**src/rtl/mdc_reconfig_sequencer_pkg.sv**
```systemverilog
// Shared definitions for the MDC reconfiguration sequencer: ID width, kernel IDs
// and the one-hot FSM state encoding.
package mdc_reconfig_sequencer_pkg;

    localparam int CFG_ID_WIDTH = 8;

    localparam int ID_MACNET   = 1;
    localparam int ID_MULNET   = 2;
    localparam int ID_MMUL_PAR = 3;

    typedef enum logic [3:0] {
        ST_RUN    = 4'b0001,
        ST_DRAIN  = 4'b0010,
        ST_SWITCH = 4'b0100,
        ST_SETTLE = 4'b1000
    } state_e;

endpackage

```
**src/rtl/mdc_reconfig_sequencer.sv**
```systemverilog
// Stalls the input stream, waits for the datapath to drain, then swaps the
// configurator kernel ID and holds a settle window before reopening the stream.
module mdc_reconfig_sequencer
    import mdc_reconfig_sequencer_pkg::*;
#(
    parameter int ID_WIDTH      = CFG_ID_WIDTH,
    parameter int N_KERNELS     = ID_MMUL_PAR,
    parameter int RESET_ID      = ID_MACNET,
    parameter int DRAIN_CYCLES  = 4,
    parameter int SETTLE_CYCLES = 2
) (
    input  logic                clock,
    input  logic                reset,
    input  logic                req_valid_i,
    input  logic [ID_WIDTH-1:0] req_id_i,
    output logic                req_ready_o,
    output logic [ID_WIDTH-1:0] cfg_id_o,
    output logic                cfg_done_o,
    output logic                cfg_err_o,
    output logic                busy_o,
    input  logic                src_valid_i,
    output logic                src_ready_o,
    output logic                dp_valid_o,
    input  logic                dp_ready_i,
    input  logic                dp_idle_i
);

    localparam int IW = (DRAIN_CYCLES > 1) ? $clog2(DRAIN_CYCLES + 1) : 1;
    localparam int SW = (SETTLE_CYCLES > 0) ? (($clog2(SETTLE_CYCLES + 1) > 1) ? $clog2(SETTLE_CYCLES + 1) : 1) : 1;
    localparam logic [IW-1:0] IDLE_LAST   = IW'(DRAIN_CYCLES - 1);
    localparam logic [SW-1:0] SETTLE_LAST = SW'((SETTLE_CYCLES > 0) ? SETTLE_CYCLES - 1 : 0);
    localparam logic [ID_WIDTH-1:0] ID_RST = ID_WIDTH'(RESET_ID);
    localparam logic [ID_WIDTH-1:0] ID_MAX = ID_WIDTH'(N_KERNELS);

    state_e              state, state_n;
    logic [ID_WIDTH-1:0] pending_id, pending_id_n, cfg_id_n;
    logic [IW-1:0]       idle_cnt, idle_cnt_n;
    logic [SW-1:0]       settle_cnt, settle_cnt_n;
    logic                done_n, err_n, id_ok;

    assign id_ok       = (req_id_i != '0) && (req_id_i <= ID_MAX);
    assign req_ready_o = (state == ST_RUN);
    assign busy_o      = (state != ST_RUN);
    // A beat handshaken in the accept cycle still completes; gating bites next cycle.
    assign src_ready_o = dp_ready_i & (state == ST_RUN);
    assign dp_valid_o  = src_valid_i & (state == ST_RUN);

    always_ff @(posedge clock) begin
        if (reset) begin
            state      <= ST_RUN;
            cfg_id_o   <= ID_RST;
            pending_id <= ID_RST;
            idle_cnt   <= '0;
            settle_cnt <= '0;
            cfg_done_o <= 1'b0;
            cfg_err_o  <= 1'b0;
        end else begin
            state      <= state_n;
            cfg_id_o   <= cfg_id_n;
            pending_id <= pending_id_n;
            idle_cnt   <= idle_cnt_n;
            settle_cnt <= settle_cnt_n;
            cfg_done_o <= done_n;
            cfg_err_o  <= err_n;
        end
    end

    always_comb begin
        state_n      = state;
        cfg_id_n     = cfg_id_o;
        pending_id_n = pending_id;
        idle_cnt_n   = idle_cnt;
        settle_cnt_n = settle_cnt;
        done_n       = 1'b0;
        err_n        = 1'b0;
        case (state)
            ST_RUN: begin
                if (req_valid_i) begin
                    if (!id_ok) begin
                        err_n = 1'b1;
                    end else if (req_id_i == cfg_id_o) begin
                        done_n = 1'b1;
                    end else begin
                        pending_id_n = req_id_i;
                        idle_cnt_n   = '0;
                        state_n      = ST_DRAIN;
                    end
                end
            end
            ST_DRAIN: begin
                // Any busy cycle restarts the run of consecutive idle cycles.
                if (!dp_idle_i) begin
                    idle_cnt_n = '0;
                end else if (idle_cnt == IDLE_LAST) begin
                    idle_cnt_n = '0;
                    state_n    = ST_SWITCH;
                end else begin
                    idle_cnt_n = idle_cnt + 1'b1;
                end
            end
            ST_SWITCH: begin
                cfg_id_n     = pending_id;
                settle_cnt_n = '0;
                if (SETTLE_CYCLES == 0) begin
                    state_n = ST_RUN;
                    done_n  = 1'b1;
                end else begin
                    state_n = ST_SETTLE;
                end
            end
            ST_SETTLE: begin
                if (settle_cnt == SETTLE_LAST) begin
                    settle_cnt_n = '0;
                    state_n      = ST_RUN;
                    done_n       = 1'b1;
                end else begin
                    settle_cnt_n = settle_cnt + 1'b1;
                end
            end
            default: state_n = ST_RUN;
        endcase
    end

endmodule
```
**config.mk**
```make
export PLATFORM = sky130hd
export DESIGN_NAME = mdc_reconfig_sequencer
export DESIGN_NICKNAME = d
export VERILOG_FILES = /design/src/rtl/mdc_reconfig_sequencer_pkg.sv /design/src/rtl/mdc_reconfig_sequencer.sv
export SDC_FILE = /design/constraint.sdc
export NUM_CORES = 1
export LEC_CHECK = 0
export CORE_MARGIN = 2
export CORE_UTILIZATION = 52
export DETAILED_ROUTE_END_ITERATION = 16
export HOLD_SLACK_MARGIN = 0.1
export PLACE_DENSITY = 0.9
export SLEW_MARGIN = 5
export SYNTH_ARGS = -nofsm -noshare
export SYNTH_HDL_FRONTEND = slang
export SYNTH_SLANG_ARGS = --single-unit
```
**constraint.sdc**
```tcl
create_clock -name clock -period 2.45 [get_ports clock]
set_clock_uncertainty 0.1 [all_clocks]
set_input_delay 0.49 -clock clock [delete_from_list [all_inputs] [get_ports clock]]
set_output_delay 0.49 -clock clock [all_outputs]
set_load 0.05 [all_outputs]
```
==> impl_metrics.csv, run 1 <==
group,metric,value,unit
logic_synthesis,synth_top_area_share,0.4426,
critical_path,arrival,1.57,ns
layout,num-fill-cells,163,
placement,dpl_cell_area,1575,sq um
global_route,grt_max_degree,32,
detailed_routing,dr.pass1.iters,4,
pwr,power_frac_seq,0.617,
detailed_routing,vias_per_cell,5.587,
pwr,total_power,714.1,uW
pwr,combPwrFrac,0.106,
sta,tightest_slew,0.7453,ns
critical_path,end_kind,"output pin",
pwr,power.density,444.1,nW/um^2
layout,fin_area,1608,sq um
flow_run,drv_cap,0,
critical_path,timing.rr.end,"idle_cnt[1]$_SDFFE_PP0P_",
sta,fin_setup_tns,0,ns
critical_path,critPathMaxStageDelay,0.83,ns
floorplan,start_util,0.5520,
critical_path,reg2regPathDepth,4,
logic_synthesis,synthTopCellsByCount,"dfxtp_1, nor2_1, mux2i_1, xor2_1, nor3b_1",
worst_hold_path,hold-path-endpoint,"pending_id[7]$_SDFFE_PP0P_",
global_route,grt_pass1_vias,1059,
layout,multi_input_area,639.4,sq um
placement,port_buffers,27,
logic_synthesis,synth-seq-area-share,0.4426,
global_route,grt_pass1_wl,4540,um
logic_synthesis,yosysWarnings,0,
placement,place_congestion,0.7357,
layout,drive_above_1_share,0.1391,
layout,fin_util,0.7268,
floorplan,die_w,52.46,um
critical_path,crit_path_max_fanout,3,
critical_path,crit_type,"flop to output pin",
critical_path,crit_buf_inv,1,
logic_synthesis,synth_cells,120,
worst_hold_path,hold_path.class,"flop to flop",
sta,slew_violations,0,
global_route,antenna_found_initial,0,
worst_hold_path,hold_path_depth,1,
detailed_routing,routedWlPerCell,15.18,um
clocking,cts.sinks,27,
clocking,cts-buffers-inserted,3,
critical_path,cp.required,1.86,ns
global_route,grt_util_all_layers,0.2289,
layout,seqCellArea,540.5,sq um
floorplan,die_y,52.46,um
pwr,power.switching,172.3,uW
critical_path,crit_chain,"clkdlybuf4s50_1",
clocking,htreeDepth,1,
clocking,cts_buffer_depth,2,
floorplan,die_area,2752,sq um
logic_synthesis,synthFlopType,"dfxtp_1",
clocking,ctsHoldBuffers,0,
sta,max_slew_margin,0.4961,
logic_synthesis,syn_area,1221,sq um
sta,finalHoldViolCount,0,
logic_synthesis,yosysMostFrequentCell,"dfxtp_1",
pwr,p_leak,0.0006153,uW
critical_path,crit_slowest_cell,"clkdlybuf4s50_1",
layout,area_delta_synth_final,31.66,%
placement,dpl.cell_count,175,
pwr,pwr-share-clk,0.277,
critical_path,cp_top_family,"buffers and inverters",
placement,hpwl,2079,um
floorplan,rows,17,
logic_synthesis,yosysTopAreaCell,"dfxtp_1",
detailed_routing,dr.first_iter.drc_count,7,
detailed_routing,wirelength,2717,um
layout,final_cells,179,
detailed_routing,drc_errors,0,
clocking,root_buffer,"clkbuf_4",
logic_synthesis,synth-edff-count,0,
logic_synthesis,synth.avg_cell_area,10.18,sq um
sta,final-setup-viol-count,0,
pwr,ir_drop,0.4368,mV
detailed_routing,drtAntennaViolNets,0,
logic_synthesis,async_reset_ff_frac,0,
critical_path,timing.rr.start,"state[1]$_SDFFE_PP0P_",
run_status,outcome,"complete, no violations",
clocking,insertion_delay,0.33,ns
clocking,clk_pin_slew,0.15,ns
sta,fin_crit_sh,0.8797,
layout,nets,167,
floorplan,ios,28,
logic_synthesis,ys_types,38,
floorplan,fp.coreArea,2212,sq um
logic_synthesis,synthTopCellsByArea,"dfxtp_1, mux2i_1, xor2_1",
global_route,grt.overflow.total,0,
sta,rsz0062_at_grt,"false",
detailed_routing,vias,1000,
critical_path,crit_path_start_kind,"flop",
sta,min_period,2.155,ns
clocking,cts_tree,"yes",
sta,fmax,0.4640,GHz
pwr,switching_share,0.2413,
layout,antennaDiodeCount,0,
logic_synthesis,syn_nets,135,
logic_synthesis,synth_seq_cells,27,
critical_path,reg2reg_slack,0.65,ns
worst_hold_path,min_from,"pending_id[7]$_SDFFE_PP0P_",
pwr,p_int,541.8,uW
==> cell type report <==
| type | count | share of cell area |
|---|---|---|
| clock inverter | 1 | 0.004669 |
| tap | 28 | 0.02179 |
| sequential | 27 | 0.3362 |
| timing repair buffer | 33 | 0.2163 |
| inverter | 4 | 0.009339 |
| clock buffer | 3 | 0.01401 |
| multi-input combinational | 83 | 0.3977 |
==> cells in the final DEF (no fill, tap or decap), types with 4 or more instances in the layout <==
cell,instances
a21oi_1,4
buf_4,6
clkdlybuf4s50_1,23
dfxtp_1,27
inv_1,4
mux2i_1,9
nand2_1,4
nor2_1,14
nor3b_1,6
xor2_1,8
==> power by group through the flow <==
stage               combinational, uW  sequential (uW)  clock, uW
floorplan                        28.2              453          0
global placement                 73.0              450          0
detailed placement               75.0              450          0
CTS                              75.9              441        199
global route                     80.0              441        211
finish                           75.7              441        198
==> kinds of logic after synthesis <==
family                   Yosys count  synth area share
AO/OA/AOI/OAI                     15            0.1004
XOR/XNOR                           9           0.06455
adder cells (fa/ha/maj)            1           0.01024
buffers and inverters             10           0.03893
flip-flops                        27            0.4426
multiplexers                       9           0.07377
AND/OR/NAND/NOR                   49            0.2695
==> layer usage <==
metal  share of wire  vias to the layer above  global-route usage
met1            0.39                      475              0.2509
li1                -                      484                   -
met2            0.53                       31              0.4104
met3           0.045                       10             0.04286
met5               0                        -                   0
met4           0.029                        0              0.1239
==> through the flow <==
stage	hold slack (ns)	setup WS, ns
2_1_floorplan	0.3362	0.1893
3_3_place_gp	0.3455	0.1987
3_5_place_dp	0.3589	0.03764
4_1_cts	0.3923	0.03032
5_1_grt	0.4011	0.2318
6_report	0.3879	0.2946
==> how the worst max path moves through the flow <==
| stage | from | to | slack (ns) | cells after the start |
|---|---|---|---|---|
| after floorplan | state[1]$_SDFFE_PP0P_ | dp_valid_o | 0.19 | 2 |
| after global placement | req_id_i[3] | pending_id[1]$_SDFFE_PP0P_ | 0.20 | 6 |
| after detailed placement | req_id_i[3] | pending_id[1]$_SDFFE_PP0P_ | 0.04 | 6 |
| after CTS | state[1]$_SDFFE_PP0P_ | busy_o | 0.03 | 3 |
| after global routing | state[1]$_SDFFE_PP0P_ | src_ready_o | 0.23 | 4 |
| final | cfg_id_o[6]$_SDFFE_PP0P_ | cfg_id_o[6] | 0.29 | 1 |
==> timing repair <==
action	in CTS	in global routing
resized for setup	0	1
setup buffers	0	0
endpoints found under the setup margin	0	1
==> flip-flops by register name (all words and copies together), names as in the netlist <==
signal and count:
cfg_done_o 1, state 4, settle_cnt 2, cfg_id_o 8
pending_id 8, cfg_err_o 1, idle_cnt 3
(Power assumes the default switching activity.)
==> inputs of run 2 (changes only) <==
--- a/config.mk
+++ b/config.mk
@@ -5,6 +5,7 @@
 export SDC_FILE = /design/constraint.sdc
 export NUM_CORES = 1
 export LEC_CHECK = 0
+export CAP_MARGIN = 20
 export CORE_MARGIN = 2
 export CORE_UTILIZATION = 52
 export DETAILED_ROUTE_END_ITERATION = 16
==> results of run 2 <==
Same layout as run 1: the final DEF is identical, and so are final timing and power.
